===== config.mk =====
export PLATFORM = sky130hd
export DESIGN_NAME = spi_txn_arbiter
export DESIGN_NICKNAME = d
export VERILOG_FILES = /design/src/rtl/spi_arb_pkg.sv /design/src/rtl/spi_txn_arbiter_rr.sv /design/src/rtl/spi_txn_arbiter.sv
export SDC_FILE = /design/constraint.sdc
export NUM_CORES = 1
export LEC_CHECK = 0
export ABC_CLOCK_PERIOD_IN_PS = 6910
export BUFFER_PORTS_ARGS = -buffer_cell sky130_fd_sc_hd__buf_2
export CORE_ASPECT_RATIO = 1.75
export CORE_MARGIN = 1
export CORE_UTILIZATION = 37
export DETAILED_ROUTE_END_ITERATION = 12
export HOLD_SLACK_MARGIN = 0.02
export PLACE_DENSITY = 0.7
export SYNTH_ARGS = -nofsm -noshare
export SYNTH_HDL_FRONTEND = slang
export SYNTH_HIERARCHICAL = 1
export SYNTH_SLANG_ARGS = --single-unit

===== constraint.sdc =====
create_clock -name clk -period 6.91 [get_ports clk]
set_clock_uncertainty 0.15 [all_clocks]
set_input_delay 1.0365 -clock clk [delete_from_list [all_inputs] [get_ports clk]]
set_output_delay 1.0365 -clock clk [all_outputs]
set_load 0.005 [all_outputs]

===== src/rtl/spi_arb_pkg.sv =====
// Shared constants and FSM encoding for the SPI transaction arbiter.
package spi_arb_pkg;

    localparam int SPI_W = 8;
    localparam logic [SPI_W-1:0] ERR_BYTE = 8'h00;

    typedef enum logic [2:0] {
        ST_IDLE      = 3'd0,
        ST_ISSUE     = 3'd1,
        ST_WAIT_BUSY = 3'd2,
        ST_WAIT_DONE = 3'd3,
        ST_RESP      = 3'd4,
        ST_GAP       = 3'd5
    } arb_state_t;

endpackage


===== src/rtl/spi_txn_arbiter_rr.sv =====
// Combinational round-robin pick: first set request at or above the pointer,
// wrapping by compare so non-power-of-two requester counts work.
module rr_arbiter #(
    parameter int NUM_REQ = 4
) (
    input  logic [NUM_REQ-1:0]         i_req,
    input  logic [$clog2(NUM_REQ)-1:0] i_ptr,
    output logic [NUM_REQ-1:0]         o_grant,
    output logic [$clog2(NUM_REQ)-1:0] o_idx,
    output logic                       o_valid
);
    localparam int IW = $clog2(NUM_REQ);

    int w_j;

    always_comb begin
        o_grant = '0;
        o_idx   = '0;
        o_valid = 1'b0;
        w_j     = 0;
        for (int k = 0; k < NUM_REQ; k++) begin
            w_j = int'(i_ptr) + k;
            if (w_j >= NUM_REQ) w_j = w_j - NUM_REQ;
            if (!o_valid && i_req[w_j]) begin
                o_valid      = 1'b1;
                o_grant[w_j] = 1'b1;
                o_idx        = w_j[IW-1:0];
            end
        end
    end

endmodule


===== src/rtl/spi_txn_arbiter.sv =====
// Shares one SPI master engine among NUM_REQ requesters: round-robin pick,
// start pulse, busy tracking with timeout, done/response, then a CS-high gap.
module spi_txn_arbiter
    import spi_arb_pkg::*;
#(
    parameter int NUM_REQ    = 4,
    parameter int GAP_CYCLES = 4,
    parameter int TIMEOUT    = 15
) (
    input  logic                     clk,
    input  logic                     rst,
    input  logic [NUM_REQ-1:0]       req,
    input  logic [NUM_REQ*SPI_W-1:0] req_data,
    output logic [NUM_REQ-1:0]       grant,
    output logic [NUM_REQ-1:0]       done,
    output logic [SPI_W-1:0]         rsp_data,
    output logic                     err,
    output logic                     m_start,
    output logic [SPI_W-1:0]         m_data_in,
    input  logic                     m_busy,
    input  logic [SPI_W-1:0]         m_data_out
);
    localparam int IW = $clog2(NUM_REQ);
    localparam int TW = $clog2(TIMEOUT + 1);
    localparam int GW = $clog2(GAP_CYCLES + 1);

    arb_state_t         r_state, w_next;
    logic [IW-1:0]      r_ptr, r_idx;
    logic [NUM_REQ-1:0] r_grant;
    logic [SPI_W-1:0]   r_data_in, r_rsp;
    logic [TW-1:0]      r_tmo;
    logic [GW-1:0]      r_gap;
    logic               r_err_flag;

    logic [NUM_REQ-1:0] w_arb_grant;
    logic [IW-1:0]      w_arb_idx;
    logic               w_arb_valid;
    logic               w_tmo_hit, w_gap_end;

    rr_arbiter #(.NUM_REQ(NUM_REQ)) u_rr (
        .i_req   (req),
        .i_ptr   (r_ptr),
        .o_grant (w_arb_grant),
        .o_idx   (w_arb_idx),
        .o_valid (w_arb_valid)
    );

    assign w_tmo_hit = (r_tmo == TW'(TIMEOUT - 1));
    assign w_gap_end = (r_gap == GW'(GAP_CYCLES - 1));

    always_comb begin
        w_next = r_state;
        case (r_state)
            // foreign engine activity blocks arbitration entirely
            ST_IDLE:      if (w_arb_valid && !m_busy) w_next = ST_ISSUE;
            ST_ISSUE:     w_next = ST_WAIT_BUSY;
            ST_WAIT_BUSY: if (m_busy) w_next = ST_WAIT_DONE;
                          else if (w_tmo_hit) w_next = ST_RESP;
            ST_WAIT_DONE: if (!m_busy) w_next = ST_RESP;
            ST_RESP:      w_next = ST_GAP;
            ST_GAP:       if (w_gap_end) w_next = ST_IDLE;
            default:      w_next = ST_IDLE;
        endcase
    end

    always_ff @(posedge clk or posedge rst) begin
        if (rst) begin
            r_state    <= ST_IDLE;
            r_ptr      <= '0;
            r_idx      <= '0;
            r_grant    <= '0;
            r_data_in  <= '0;
            r_rsp      <= '0;
            r_tmo      <= '0;
            r_gap      <= '0;
            r_err_flag <= 1'b0;
        end else begin
            r_state <= w_next;
            case (r_state)
                ST_IDLE: if (w_next == ST_ISSUE) begin
                    r_grant   <= w_arb_grant;
                    r_idx     <= w_arb_idx;
                    r_data_in <= req_data[w_arb_idx*SPI_W +: SPI_W];
                end
                ST_WAIT_BUSY: begin
                    if (m_busy) begin
                        r_tmo <= '0;
                    end else if (w_tmo_hit) begin
                        r_tmo      <= '0;
                        r_err_flag <= 1'b1;
                        r_rsp      <= ERR_BYTE;
                    end else begin
                        r_tmo <= r_tmo + 1'b1;
                    end
                end
                ST_WAIT_DONE: if (!m_busy) r_rsp <= m_data_out;
                ST_RESP: begin
                    r_grant    <= '0;
                    r_err_flag <= 1'b0;
                    r_gap      <= '0;
                    r_ptr      <= (r_idx == IW'(NUM_REQ - 1)) ? '0 : r_idx + 1'b1;
                end
                ST_GAP: r_gap <= w_gap_end ? '0 : r_gap + 1'b1;
                default: ;
            endcase
        end
    end

    assign grant     = r_grant;
    assign done      = (r_state == ST_RESP) ? r_grant : '0;
    assign err       = (r_state == ST_RESP) && r_err_flag;
    assign m_start   = (r_state == ST_ISSUE);
    assign m_data_in = r_data_in;
    assign rsp_data  = r_rsp;

endmodule


==> results of run 1 <==
-- sequential cells by signal (all words and copies together) (netlist names) --
signal / cells
r_err_flag: 1
r_ptr: 2
rsp_data: 8
r_state: 3
grant: 4
r_idx: 2
m_data_in: 8
r_tmo: 4
r_gap: 3
-- Yosys cell counts --
cell and number:
sky130_fd_sc_hd__inv_1 10, sky130_fd_sc_hd__nor4_4 1, sky130_fd_sc_hd__buf_2 4, sky130_fd_sc_hd__nor3_1 1, sky130_fd_sc_hd__nand4_1 1, sky130_fd_sc_hd__nand2b_1 6
sky130_fd_sc_hd__nand3_1 2, sky130_fd_sc_hd__o21a_1 1, sky130_fd_sc_hd__mux4_2 9, sky130_fd_sc_hd__nor2_1 10, sky130_fd_sc_hd__dfrtp_1 35, sky130_fd_sc_hd__a22o_1 9
sky130_fd_sc_hd__nor4b_4 1, sky130_fd_sc_hd__o21ai_2 1, sky130_fd_sc_hd__o211ai_1 1, sky130_fd_sc_hd__clkbuf_1 3, sky130_fd_sc_hd__mux2_1 3, sky130_fd_sc_hd__mux2i_1 1
sky130_fd_sc_hd__mux2_2 9, sky130_fd_sc_hd__ha_1 12, sky130_fd_sc_hd__nand2_1 21, sky130_fd_sc_hd__o31ai_1 2, sky130_fd_sc_hd__a22oi_1 8, sky130_fd_sc_hd__o311ai_0 1
sky130_fd_sc_hd__mux4_1 3, sky130_fd_sc_hd__buf_1 1, sky130_fd_sc_hd__a21o_1 1, sky130_fd_sc_hd__a21oi_1 6, sky130_fd_sc_hd__nor4_1 2, sky130_fd_sc_hd__o41ai_1 2
sky130_fd_sc_hd__and2_1 6, sky130_fd_sc_hd__o21ai_0 17, sky130_fd_sc_hd__and2b_2 1, sky130_fd_sc_hd__and3_1 3, sky130_fd_sc_hd__a32o_1 1, sky130_fd_sc_hd__buf_6 3
-- critical path, cell delays in order, from the launching register on --
cell and delay (ns):
sky130_fd_sc_hd__dfrtp_1 0.71, sky130_fd_sc_hd__inv_1 0.20, sky130_fd_sc_hd__ha_1 0.40, sky130_fd_sc_hd__mux4_2 0.39
sky130_fd_sc_hd__a21oi_1 0.09, sky130_fd_sc_hd__o31ai_2 0.86, sky130_fd_sc_hd__mux4_2 0.60, sky130_fd_sc_hd__mux2_1 0.30
-- logic make-up after synthesis --
logic type,after synthesis,synth area share
buf+inv,21,0.0485
fa+ha+maj,12,0.0685
flops,35,0.399
compound gates,50,0.153
mux,25,0.195
simple gates,55,0.136
-- power by group through the flow --
stage                     Combinational [mW]  Clock, mW  Sequential [mW]
after floorplan                        0.475          0            0.358
after global placement                 0.568          0            0.386
after detailed placement               0.585          0            0.389
after CTS                              0.586      0.154            0.386
after global routing                   0.647      0.162            0.402
final                                  0.581      0.149            0.384
-- worst paths after layout --
kind,from,to,slack (ns)
max,r_ptr[0],m_data_in[0],3.08
min,r_idx[0],r_ptr[0],0.34
max reg2reg,r_ptr[0],m_data_in[0],3.08
min reg2reg,r_idx[0],r_ptr[0],0.34
max in group asynchronous,rst,m_data_in[5],5.62
min in group asynchronous,rst,m_data_in[3],0.68
-- final cells by class --
cell class / instances / share of cell area
inverter: 10 / 0.0140
clock inverter: 1 / 0.00187
clock buffer: 6 / 0.0308
tap: 76 / 0.0355
sequential: 35 / 0.327
multi-input combinational: 142 / 0.454
timing repair buffer: 73 / 0.137
-- metrics by stage --
step | setup WS [ns] | std cells
6_report | 3.08 | 343
5_1_grt | 2.73 | 343
4_1_cts | 2.98 | 343
3_5_place_dp | 2.76 | 336
3_3_place_gp | 2.83 | 336
2_1_floorplan | 3.51 | 198
-- layer usage --
layer  share of wire  vias to the layer above  track usage
met1            0.38                      898        0.186
met3           0.030                       10       0.0336
li1                -                      865            -
met5               0                        -            0
met2            0.57                       46        0.311
met4           0.020                        0       0.0698
==> impl.org, run 1 <==
** GRT
- Overall routing resource usage :: 0.173
- Global route total overflow :: 0
- The first global-routing pass estimated just over 8000 um of wire.
- The number of antenna violations at the first check in global routing came to 0.
- Entering global routing, the biggest net connects 36 pins.
- Vias in the first global route :: 1,782

** Clocking
- The clock passes through at most 2 buffers.
- Clock tree synthesis inserted a total of 5 buffers.
- Clock transition at the register clock pins on the worst setup and hold paths after CTS :: 0.07 ns
- Number of H-tree branching levels :: 2
- # hold bufs at CTS :: 0
- Skew-Pair Late Insertion Delay :: 0.29 ns
- Post-CTS Resized :: 0
- In this run the clock root is driven by a sky130_fd_sc_hd__clkbuf_8.
- TritonCTS sink count :: 35
- Buffers inserted by post-CTS timing repair :: 0
- TritonCTS built the clock tree.

** Detailed routing
- Average detailed-routed wire length per instance :: 14.3 um
- For this run, design rule violations remaining after detail routing come to 0.
- Mean number of vias per cell :: about 5.3
- The routed design has between 4000 and 5000 um of wire.
- Detailed routing inserted a total of 1,819 vias.
- Total iterations of the first detailed-routing run :: 4
- Routed Antenna Nets :: 0
- The detailed router finished its first iteration with 54 violations.

** Pwr
- Cell internal power was estimated by the tool at ~0.68 mW.
- The analysis attributes to net switching a power of 0.439 mW.
- Fraction of power consumed by combinational cells :: 0.522
- Of the total power, the share spent switching nets is 0.394.
- Pwr Total :: ~1.1 mW
- Largest vdd supply drop :: 0.000227 V
- Clock share of power :: 0.134
- For this design the ratio of total power to cell area is 416 nW/um^2.
- Part of the total power dissipated in sequential elements :: 0.344
- Static leakage :: 1.29 nW

** Timing
- Adding up every negative setup slack in the final design gives 0 ns.
- Unrepaired setup endpoints after global routing :: no
- Final Max Tran Viols :: 0
- Final worst path period need :: 3.83 ns
- Max-slew headroom at the worst pin :: 0.274
- For the pin with the worst max-slew slack, the measured transition is 1.08 ns.
- Setup violations, final :: 0
- Final hold analysis gives a worst-case slack of 0.341 ns.
- Max Fclk :: 0.261 GHz
- Final hold violation count :: 0
- Final period util :: 0.554

** Die
- After floorplanning, the core was divided into 36 placement rows.
- After floorplanning, the core was sized to cover 5630 um^2.
- From left edge to right edge, the die measures 60.2 um.
- Die outline height :: 104 um
- Initial core utilization :: 0.390
- 73 I/O pins were placed.
- The die covers 6250 um^2.

** Job
- Max Cap Viol :: 0

** Synth
- Yosys synthesis warning count :: 6
- Synth cell types :: 36
- For this run, the register share of the synthesized area comes to 0.399.
- Count of mapped cells out of synthesis :: 198
- Of all cell types, the one taking the most synthesized area is sky130_fd_sc_hd__dfrtp_1.
- Counting flops and latches in the post-synthesis netlist gives 35.
- After synthesis, the mean cell area works out to 11.1 um^2.
- Post-Syn Area :: roughly 2200 um^2
- Post-synth top area share :: 0.399
- By area the synthesized netlist is led by sky130_fd_sc_hd__dfrtp_1, sky130_fd_sc_hd__mux4_2, sky130_fd_sc_hd__ha_1, sky130_fd_sc_hd__mux2_2, sky130_fd_sc_hd__o21ai_0.
- The number of nets in the synthesized netlist is about 260.

** Status
- Run status :: completed

** Cells and area
- Antenna cells :: 0
- Most frequent standard cell in the layout excluding fill and tap cells :: sky130_fd_sc_hd__buf_2
- In the final layout, the share of cells above drive strength 1 is 0.386.
- Multi-input combinational cell area :: around 1200 um^2
- Area growth syn-to-layout :: 22.2%
- Utilization after layout :: 0.476
- In the final layout, flip-flops and latches occupy 876 um^2.
- Area of all placed cells without fillers :: between 2000 and 3000 um^2
- Counting the fill cells in the layout gives between 500 and 600.
- Commonest cells after routing, fill and taps aside :: sky130_fd_sc_hd__buf_2, sky130_fd_sc_hd__dfrtp_1, sky130_fd_sc_hd__nand2_1, sky130_fd_sc_hd__o21ai_0, sky130_fd_sc_hd__ha_1
- The final layout contains 326 nets.

** Place
- Once detailed placement completed, the half-perimeter wirelength came to 3740 um.
- Last weighted congestion value of the routability-driven placer :: 0.805
- Buffers placed on the I/O ports in this run total 72.
- Cell area after placement :: 2590 um^2

** Hold path
- The min-delay analysis places its worst path in the category reg2reg.
- Number of cells traversed by the worst hold path :: 1

** Setup path
- The worst setup path is captured at a flop.
- Critical path data required time :: just under 7 ns
- Crit Path Max Fanout :: 15
- Measured in cells, the most critical reg-to-reg path has a length of 7.
- By startpoint and endpoint, the worst setup path is classified as reg2reg.
- Data arrives at the worst endpoint at 3.84 ns.
- The worst setup path is launched from a flop.
(Power assumes the default switching activity.)
==> run 2, diff against run 1 <==
--- a/config.mk
+++ b/config.mk
@@ -5,14 +5,15 @@
 export SDC_FILE = /design/constraint.sdc
 export NUM_CORES = 1
 export LEC_CHECK = 0
-export ABC_CLOCK_PERIOD_IN_PS = 6910
+export ABC_AREA = 1
+export ABC_CLOCK_PERIOD_IN_PS = 3500
 export BUFFER_PORTS_ARGS = -buffer_cell sky130_fd_sc_hd__buf_2
 export CORE_ASPECT_RATIO = 1.75
 export CORE_MARGIN = 1
 export CORE_UTILIZATION = 37
 export DETAILED_ROUTE_END_ITERATION = 12
 export HOLD_SLACK_MARGIN = 0.02
-export PLACE_DENSITY = 0.7
+export PLACE_DENSITY = 0.71
 export SYNTH_ARGS = -nofsm -noshare
 export SYNTH_HDL_FRONTEND = slang
 export SYNTH_HIERARCHICAL = 1
==> constraint.sdc (replaced) <==
create_clock -name clk -period 3.5 [get_ports clk]
set_clock_uncertainty 0.15 [all_clocks]
set_input_delay 0.525 -clock clk [delete_from_list [all_inputs] [get_ports clk]]
set_output_delay 0.525 -clock clk [all_outputs]
set_load 0.005 [all_outputs]
==> run 2 against run 1 <==
  * Design area rose by 8.9%
  * Final cell count rose by 47%
  * Fmax rose by 26%
  * Die area rose by 9.4%
  * Via count rose by 31%
  * Sequential share of layout area fell by 2.7 points
  * Worst hold slack got worse by 0.050 ns
  * Setup slack got worse by 2.6 ns
  * Critical endpoint is now m_data_in[5]
  * Largest cell class unchanged
==> impl.org, run 2 <==
** Pwr
- Static leakage :: 1.71 nW
- Largest vdd supply drop :: 0.000579 V
- For this design the ratio of total power to cell area is 907 nW/um^2.

** Clocking
- Number of H-tree branching levels :: 2
- Clock-pin slew was measured on the worst setup and hold paths at 0.07 ns.
- # hold bufs at CTS :: 0
- Skew-Pair Late Insertion Delay :: 0.29 ns
- Clock tree synthesis selected as its root buffer the cell sky130_fd_sc_hd__clkbuf_8.
- Buffers inserted by post-CTS timing repair :: 0
- TritonCTS built the clock tree.
- The clock net in this run drives a total of 35 sinks.
- Once the clock tree was built, the resizer swapped 0 gates to a different size.
- Maximum count of clock buffers along a single path :: 2
- TritonCTS created 5 clock buffers.

** Synth
- For this run, the register share of the synthesized area comes to 0.364.
- Dividing the synthesized area by the synthesized cell count gives 6.83 um^2.
- Ranked by instance count, the synthesized netlist is headed by sky130_fd_sc_hd__nand2_1, sky130_fd_sc_hd__inv_1, sky130_fd_sc_hd__nor2_1.
- Largest family of logic cells by synthesized area :: simple AND/OR/NAND/NOR gates
- Xor/xnor cell area share of the yosys netlist :: 0.00728
- Top area cells in the synthesized netlist :: sky130_fd_sc_hd__dfrtp_1, sky130_fd_sc_hd__nand2_1, sky130_fd_sc_hd__nand3_1, sky130_fd_sc_hd__ha_1, sky130_fd_sc_hd__inv_1
- The synthesized design contains 0 enable-type register cells.
- The share of synthesized area in the top cell type comes to 0.364.
- Counting flops and latches in the post-synthesis netlist gives 35.
- Dominant cell type by area after synthesis :: sky130_fd_sc_hd__dfrtp_1
- Adder-cell share of the synthesized area :: 0.0624
- In the synthesized netlist, the number of instances is between 300 and 400.
- In the post-synthesis netlist, the cell with the most instances is sky130_fd_sc_hd__nand2_1.
- Multiplexer share of the synthesized area :: 0
- Synth Net Count :: 411
- Main synth FF type :: sky130_fd_sc_hd__dfrtp_1
- The number of different library cells used by synthesis comes to 25.
- The cell area that synthesis handed to floorplanning was 2400 um^2.
- Yosys synthesis warning count :: 6
- Post-Synth Simple-Gate Area :: 0.420
- The area fraction in compound gates after synthesis came to 0.0468.
- Share of flip-flops with an asynchronous set or reset :: 1.00

** GRT
- Summed over all layers, the global routing overflow is 0.
- GR Util met2 :: 0.327
- The number of antenna violations at the first check in global routing was 0.
- met2 is the most crowded layer.
- First-pass GRT wire length :: 9540 um
- Overall routing resource usage :: 0.176
- For met1 alone, demand over resource in global routing was 0.184.
- Vias in the first global route :: 2,276
- In the global route stage, met3 resource usage came out at 0.0303.
- Pin count of the biggest net entering global routing :: 34

** Setup path
- Crit Path Max Fanout :: 11
- The worst setup path is launched from a flop.
- Nature of the critical path endpoint :: flop
- Kind of critical path :: reg2reg
- Critical path data required time :: between 3 and 4 ns
- STA puts the critical path data arrival time at 3.11 ns.

** Timing
- Dividing the final minimum period by the clock period gives 0.864.
- Headroom to the max-slew limit came out at 0.302.
- Final Max Tran Viols :: 0
- Slew at the pin with the worst max-slew slack :: 1.05 ns
- Final worst path period need :: just over 3 ns
- Across all hold checks on the routed design, the worst slack comes to 0.291 ns.
- Setup violations remaining at the end of the flow were counted as 0.
- Unrepaired setup endpoints after global routing :: no
- Final setup TNS :: 0 ns
- Final hold violation count :: 0
- Timing would allow up to 0.331 GHz.

** Detailed routing
- Across all layers, the routed design uses 2,389 vias.
- DRC violation total after the first TritonRoute iteration :: 102
- Remaining routing DRC violations :: 0
- For this block, the routed nets add up to 5700 um of wire.
- Routed Antenna Nets :: 0
- Before antenna repair, the detailed router went through 4 iterations.
- Mean number of vias per cell :: 4.74
- Average detailed-routed wire length per instance :: between 10 and 15 um

** Hold path
- The path class of the tightest hold or removal check is in2reg.

** Place
- Post-detail-place hpwl :: approximately 4500 um
- Routability-driven placement finished with a final weighted congestion of about 0.9.
- Cell area after placement :: 2820 um^2
- In this run the tool buffered the top-level ports with between 70 and 80 buffer cells.

** Cells and area
- Relative to the synthesized area, the layout overhead comes to 21.3%.
- The final layout contains 483 nets.
- Antenna cells :: 0
- Area of all placed cells without fillers :: 2920 um^2
- Seq. cell area :: 876 um^2
- Layout cell share with drive strength beyond 1 :: 0.241
- The top cell types in the final layout, fill and taps aside, are sky130_fd_sc_hd__nand2_1, sky130_fd_sc_hd__buf_2, sky130_fd_sc_hd__inv_1, sky130_fd_sc_hd__nor2_1.
- The library cell used most frequently in the layout, excluding fill and tap cells, is sky130_fd_sc_hd__nand2_1.
- Multi-input combinational cell area :: 1290 um^2
- The layout has 637 filler cells.

** Status
- The flow ran to the end, and the final reports show no timing, DRC or antenna violations.

** Die
- Total Die Area :: 6840 um^2
- Standard-cell rows :: 38
- The die is 109 um tall.
- Placeable Area :: 6230 um^2
- Width of the chip :: between 60 and 70 um
- In this run the count of I/O pins placed on the die edge is between 70 and 80.
- The initial utilization of the core area, before any placement, comes to 0.386.

** Job
- Max Cap Viol :: 0
==> run 2: cell count changes in the layout (fill, tap and decap cells not counted), moves of 7 or more <==
cell / before / now
sky130_fd_sc_hd__a22o_1: 9 / 0
sky130_fd_sc_hd__a22oi_1: 8 / 0
sky130_fd_sc_hd__inv_1: 10 / 39
sky130_fd_sc_hd__mux2_2: 9 / 0
sky130_fd_sc_hd__mux4_2: 9 / 0
sky130_fd_sc_hd__nand2_1: 21 / 131
sky130_fd_sc_hd__nand2_2: 0 / 7
sky130_fd_sc_hd__nand3_1: 2 / 35
sky130_fd_sc_hd__nor2_1: 10 / 39
sky130_fd_sc_hd__o21ai_0: 17 / 7
==> run 2: power breakdown <==
group / switching, mW / total (mW) / internal [mW] / leakage [nW]
Sequential: 0.155 / 0.733 / 0.578 / 0.451
Combinational: 1.01 / 1.56 / 0.558 / 1.21
Clock: 0.140 / 0.349 / 0.209 / 0.0513
Total: 1.30 / 2.65 / 1.34 / 1.71
==> run 2: final cells by class <==
class,count,share of cell area
Clock inverter,1,0.0103
Timing Repair Buffer,74,0.129
Clock buffer,6,0.0249
Sequential cell,35,0.300
Inverter,45,0.0596
Tap cell,80,0.0343
Multi-Input combinational cell,263,0.442
==> run 2: worst max-delay path, cell delays in order, from the launching register on <==
cell	delay, ns
sky130_fd_sc_hd__dfrtp_1	0.56
sky130_fd_sc_hd__inv_2	0.20
sky130_fd_sc_hd__ha_1	0.39
sky130_fd_sc_hd__inv_1	0.09
sky130_fd_sc_hd__nand3_1	0.09
sky130_fd_sc_hd__nand2_1	0.06
sky130_fd_sc_hd__nor2_1	0.32
sky130_fd_sc_hd__a21oi_1	0.12
sky130_fd_sc_hd__nand3_1	0.26
sky130_fd_sc_hd__clkinv_1	0.31
sky130_fd_sc_hd__nor2_1	0.18
sky130_fd_sc_hd__nand2_1	0.07
sky130_fd_sc_hd__nand2_1	0.06
sky130_fd_sc_hd__nand2_1	0.04
sky130_fd_sc_hd__nand2_1	0.05
==> run 2: per-layer routing <==
metal  wire length [um]  part of all wire
met1               2190              0.38
met2               3120              0.55
met3                252             0.044
met4                138             0.024
met5                  0                 0
==> run 2: cell families after synthesis <==
family / Yosys count
compound gates: 20
flops: 35
xor+xnor: 2
fa+ha+maj: 12
simple gates: 229
buf+inv: 54
==> run 2: path summary, 6_finish.rpt <==
check                         startpoint           end  slack [ns]  depth (start not counted)
setup / recovery                r_ptr[0]  m_data_in[5]        0.48                         14
hold / removal             m_data_out[4]   rsp_data[4]        0.29                          3
setup reg to reg                r_ptr[0]  m_data_in[5]        0.48                         14
hold reg to reg             m_data_in[1]  m_data_in[1]        0.33                          2
max in group asynchronous            rst   rsp_data[2]        2.16                          3
min in group asynchronous            rst  m_data_in[2]        0.33                          2
==> run 2: per-stage QoR <==
step	power, mW	std cells	setup slack (ns)	utilization
floorplan	1.96	352	0.945	-
global placement	2.28	497	0.589	0.452
detailed placement	2.30	497	0.501	0.452
CTS	2.66	504	0.482	0.468
global route	2.94	504	0.141	0.468
finish	2.65	504	0.476	0.468
==> run 3, diff against run 2 <==
--- a/config.mk
+++ b/config.mk
@@ -5,7 +5,6 @@
 export SDC_FILE = /design/constraint.sdc
 export NUM_CORES = 1
 export LEC_CHECK = 0
-export ABC_AREA = 1
 export ABC_CLOCK_PERIOD_IN_PS = 3500
 export BUFFER_PORTS_ARGS = -buffer_cell sky130_fd_sc_hd__buf_2
 export CORE_ASPECT_RATIO = 1.75
@@ -13,7 +12,7 @@
 export CORE_UTILIZATION = 37
 export DETAILED_ROUTE_END_ITERATION = 12
 export HOLD_SLACK_MARGIN = 0.02
-export PLACE_DENSITY = 0.71
+export PLACE_DENSITY = 0.72
 export SYNTH_ARGS = -nofsm -noshare
 export SYNTH_HDL_FRONTEND = slang
 export SYNTH_HIERARCHICAL = 1
==> run 3 against run 2 <==
  * Routed wire length down 12%
  * Combinational power down 19%
  * Critical endpoint is now m_data_in[0]
  * First-iteration DRC count down 48%
  * Highest routed layer unchanged
  * Fmax down 7.4%
  * Largest power group unchanged
==> impl.org, run 3 (synthesis results as in run 1) <==
** Pwr
- Of the total power, the share spent switching nets is 0.372.
- Summed over all cells, the static leakage comes to 1.35 nW.
- The share of total power dissipated in the clock network is 0.181.
- Cell internal pwr :: 1.53 mW
- Summed over all nets, the switching power comes to 0.904 mW.
- The share of total power dissipated in combinational logic is 0.520.
- Part of the total power dissipated in sequential elements :: 0.299
- Largest vdd supply drop :: approximately 0.00044 V
- Cell area power density :: between 800 and 900 nW/um^2

** Detailed routing
- DRC violation total after the first TritonRoute iteration :: 53
- In the final routed layout, each cell accounts on average for around 14 um.
- Summing over every cut layer, the via total after detailed routing is 1,827.
- Total length of routed met3 wires :: 163 um
- Wire length the detailed router placed on met1 :: 1820 um
- In the routed layout, each cell is associated on average with a via count of 5.21.
- Routed Antenna Nets :: 0
- Uppermost layer routed :: met4
- For this run, design rule violations remaining after detail routing come to 0.
- Total iterations of the first detailed-routing run :: 4
- Summed over all nets, wire length on met2 after detailed routing comes to 2840 um.
- Final wirelength :: roughly 5000 um

** GRT
- Entering global routing, the biggest net connects 26 pins.
- First-pass GRT wire length :: 8570 um
- The via count of the first global-routing pass was 1,967.
- Global route total overflow :: 0
- Overall routing resource usage :: 0.179
- Antenna violations before repair :: 0

** Clocking
- Clock root buffer :: sky130_fd_sc_hd__clkbuf_8
- TritonCTS created 5 clock buffers.
- At the later pin of the worst-skew pair, clock insertion delay measures roughly 0.29 ns.
- TritonCTS clock tree :: built
- The tree built by TritonCTS fans out to 35 sinks.
- Number of H-tree branching levels :: 2
- Maximum count of clock buffers along a single path :: 2
- Clock transition at the register clock pins on the worst setup and hold paths after CTS :: 0.08 ns
- Post-CTS Resized :: 0

** Cells and area
- Antenna cells :: 0
- Leaving out fill and tap cells, the most frequent cell in the layout is sky130_fd_sc_hd__buf_2.
- Relative to the synthesized area, the layout overhead comes to 26.6%.
- In the layout the commonest cells are sky130_fd_sc_hd__buf_2, sky130_fd_sc_hd__dfrtp_1, sky130_fd_sc_hd__nand2_1, sky130_fd_sc_hd__o21ai_0, sky130_fd_sc_hd__ha_1.
- In the final layout, the share of cells above drive strength 1 is 0.400.
- Final layout net count :: 333

** Place
- At the end of routability-driven placement, the weighted congestion stood at between 0.8 and 0.9.
- Port buffering added slightly above 70 buffers.
- Detailed placement ended at an HPWL of 3990 um.

** Setup path
- STA puts the critical path data required time at 3.52 ns.
- Most used cell, CP :: sky130_fd_sc_hd__mux4_2
- For this design, the slowest cell found on the critical path is sky130_fd_sc_hd__dfrtp_1.
- Nature of the critical path endpoint :: flop
- Cell family with the largest share of critical-path delay :: multiplexers
- Count of buffering cells on the critical path with inverters included :: 2
- Cells along the critical path :: inv_1 -> ha_1 -> mux4_2 -> buf_4 -> nor4b_4 -> nor2_1 -> a32o_1 -> mux4_2 -> mux2_1
- For this run, the slowest stage of the critical path takes approximately 0.45 ns.
- Critical Path Start Type :: flop
- STA puts the critical path data arrival time at 3.29 ns.
- The setup path with the least slack is of type reg2reg.
- Of all nets on the critical path, the largest fanout is 9.

** Die
- Die outline height :: just over 100 um
- The floorplan has 36 rows.
- Initial core utilization :: 0.390
- The floorplan step set the die width to 60.2 um.
- Io pins :: 73
- Total Die Area :: 6250 um^2
- The region available for standard cell placement spans 5630 um^2.

** Hold path
- In this run the worst hold path is classified as in2async.

** Timing
- Final period util :: 0.933
- Max Fclk :: slightly above 0.3 GHz
- Setup violations, final :: 0
- The total count of max-transition violations in the final report is 0.
- After routing, the total negative slack on setup checks comes to 0 ns.
- Measured against its own limit, the worst slew margin works out to 0.349.
- Slew at the pin with the worst max-slew slack :: 0.970 ns
- Subtracting the final worst setup slack from the clock period gives approximately 3.3 ns.
- Hold Slack :: 0.278 ns
- Unrepaired setup endpoints after global routing :: no
- Final hold violation count :: 0

** Job
- Max Cap Viol :: 0

** Status
- The run finished with clean final reports.
[run 3: cell count changes in the layout (fill, tap and decap cells not counted), moves of 8 or more]
| cell | delta |
|---|---|
| sky130_fd_sc_hd__a22oi_1 | +8 |
| sky130_fd_sc_hd__nand3_1 | -33 |
| sky130_fd_sc_hd__a22o_1 | +9 |
| sky130_fd_sc_hd__mux2_2 | +9 |
| sky130_fd_sc_hd__mux4_2 | +9 |
| sky130_fd_sc_hd__inv_1 | -29 |
| sky130_fd_sc_hd__nor2_1 | -29 |
| sky130_fd_sc_hd__nand2_1 | -110 |
| sky130_fd_sc_hd__o21ai_0 | +10 |
[run 3: per-layer routing]
layer	track usage	vias to the layer above
met5	0	-
met2	0.313	48
met1	0.185	880
li1	-	882
met4	0.111	0
met3	0.0323	17
[run 3: final cells by class]
class / count / area (um^2)
flip-flops and latches: 35 / 876
repair buffers: 80 / 420
fillers: 534 / 2850
clock buffers: 6 / 72.6
clock inverters: 2 / 60.1
multi-input cells: 142 / 1220
well taps: 76 / 95.1
inverters: 10 / 37.5
[run 3: final timing paths]
check / startpoint / to / slack, ns / cells after the start
setup reg to reg: r_ptr[1] / m_data_in[0] / 0.23 / 9
min in group clk: m_data_out[2] / rsp_data[2] / 0.31 / 2
max in group asynchronous: rst / r_ptr[1] / 2.21 / 3
hold / removal: rst / m_data_in[5] / 0.28 / 2
hold reg to reg: r_idx[0] / r_ptr[0] / 0.33 / 1
setup / recovery: r_ptr[1] / m_data_in[0] / 0.23 / 9
[run 3: worst register-to-register path, cell delays in order (launching register included)]
cell and delay, ns:
sky130_fd_sc_hd__dfrtp_1 0.45, sky130_fd_sc_hd__inv_1 0.14, sky130_fd_sc_hd__ha_1 0.37, sky130_fd_sc_hd__mux4_2 0.40, sky130_fd_sc_hd__buf_4 0.18, sky130_fd_sc_hd__nor4b_4 0.38, sky130_fd_sc_hd__nor2_1 0.09, sky130_fd_sc_hd__a32o_1 0.37
sky130_fd_sc_hd__mux4_2 0.32, sky130_fd_sc_hd__mux2_1 0.30
[run 3: power groups by stage]
stage                     clock network, mW  registers, mW  logic [mW]
after floorplan                           0          0.707       0.938
after global placement                    0          0.729        1.20
after detailed placement                  0          0.731        1.24
after CTS                             0.443          0.728        1.24
after global routing                  0.461          0.754        1.41
final                                 0.439          0.727        1.26
[run 3: metrics by stage]
step | power, mW | cell area, um^2 | setup slack, ns | instances | util
after floorplan | 1.64 | 2190 | 0.323 | 198 | -
after global placement | 1.93 | 2620 | 0.291 | 340 | 0.466
after detailed placement | 1.97 | 2620 | 0.183 | 340 | 0.466
after CTS | 2.41 | 2760 | 0.169 | 348 | 0.489
after global routing | 2.62 | 2780 | 0.0429 | 351 | 0.493
final | 2.43 | 2780 | 0.234 | 351 | 0.493
[run 3: timing repair]
item                       4_1_cts  5_1_grt
setup endpoints to repair        0        5
hold buffers                     0        0
setup buffers                    0        3
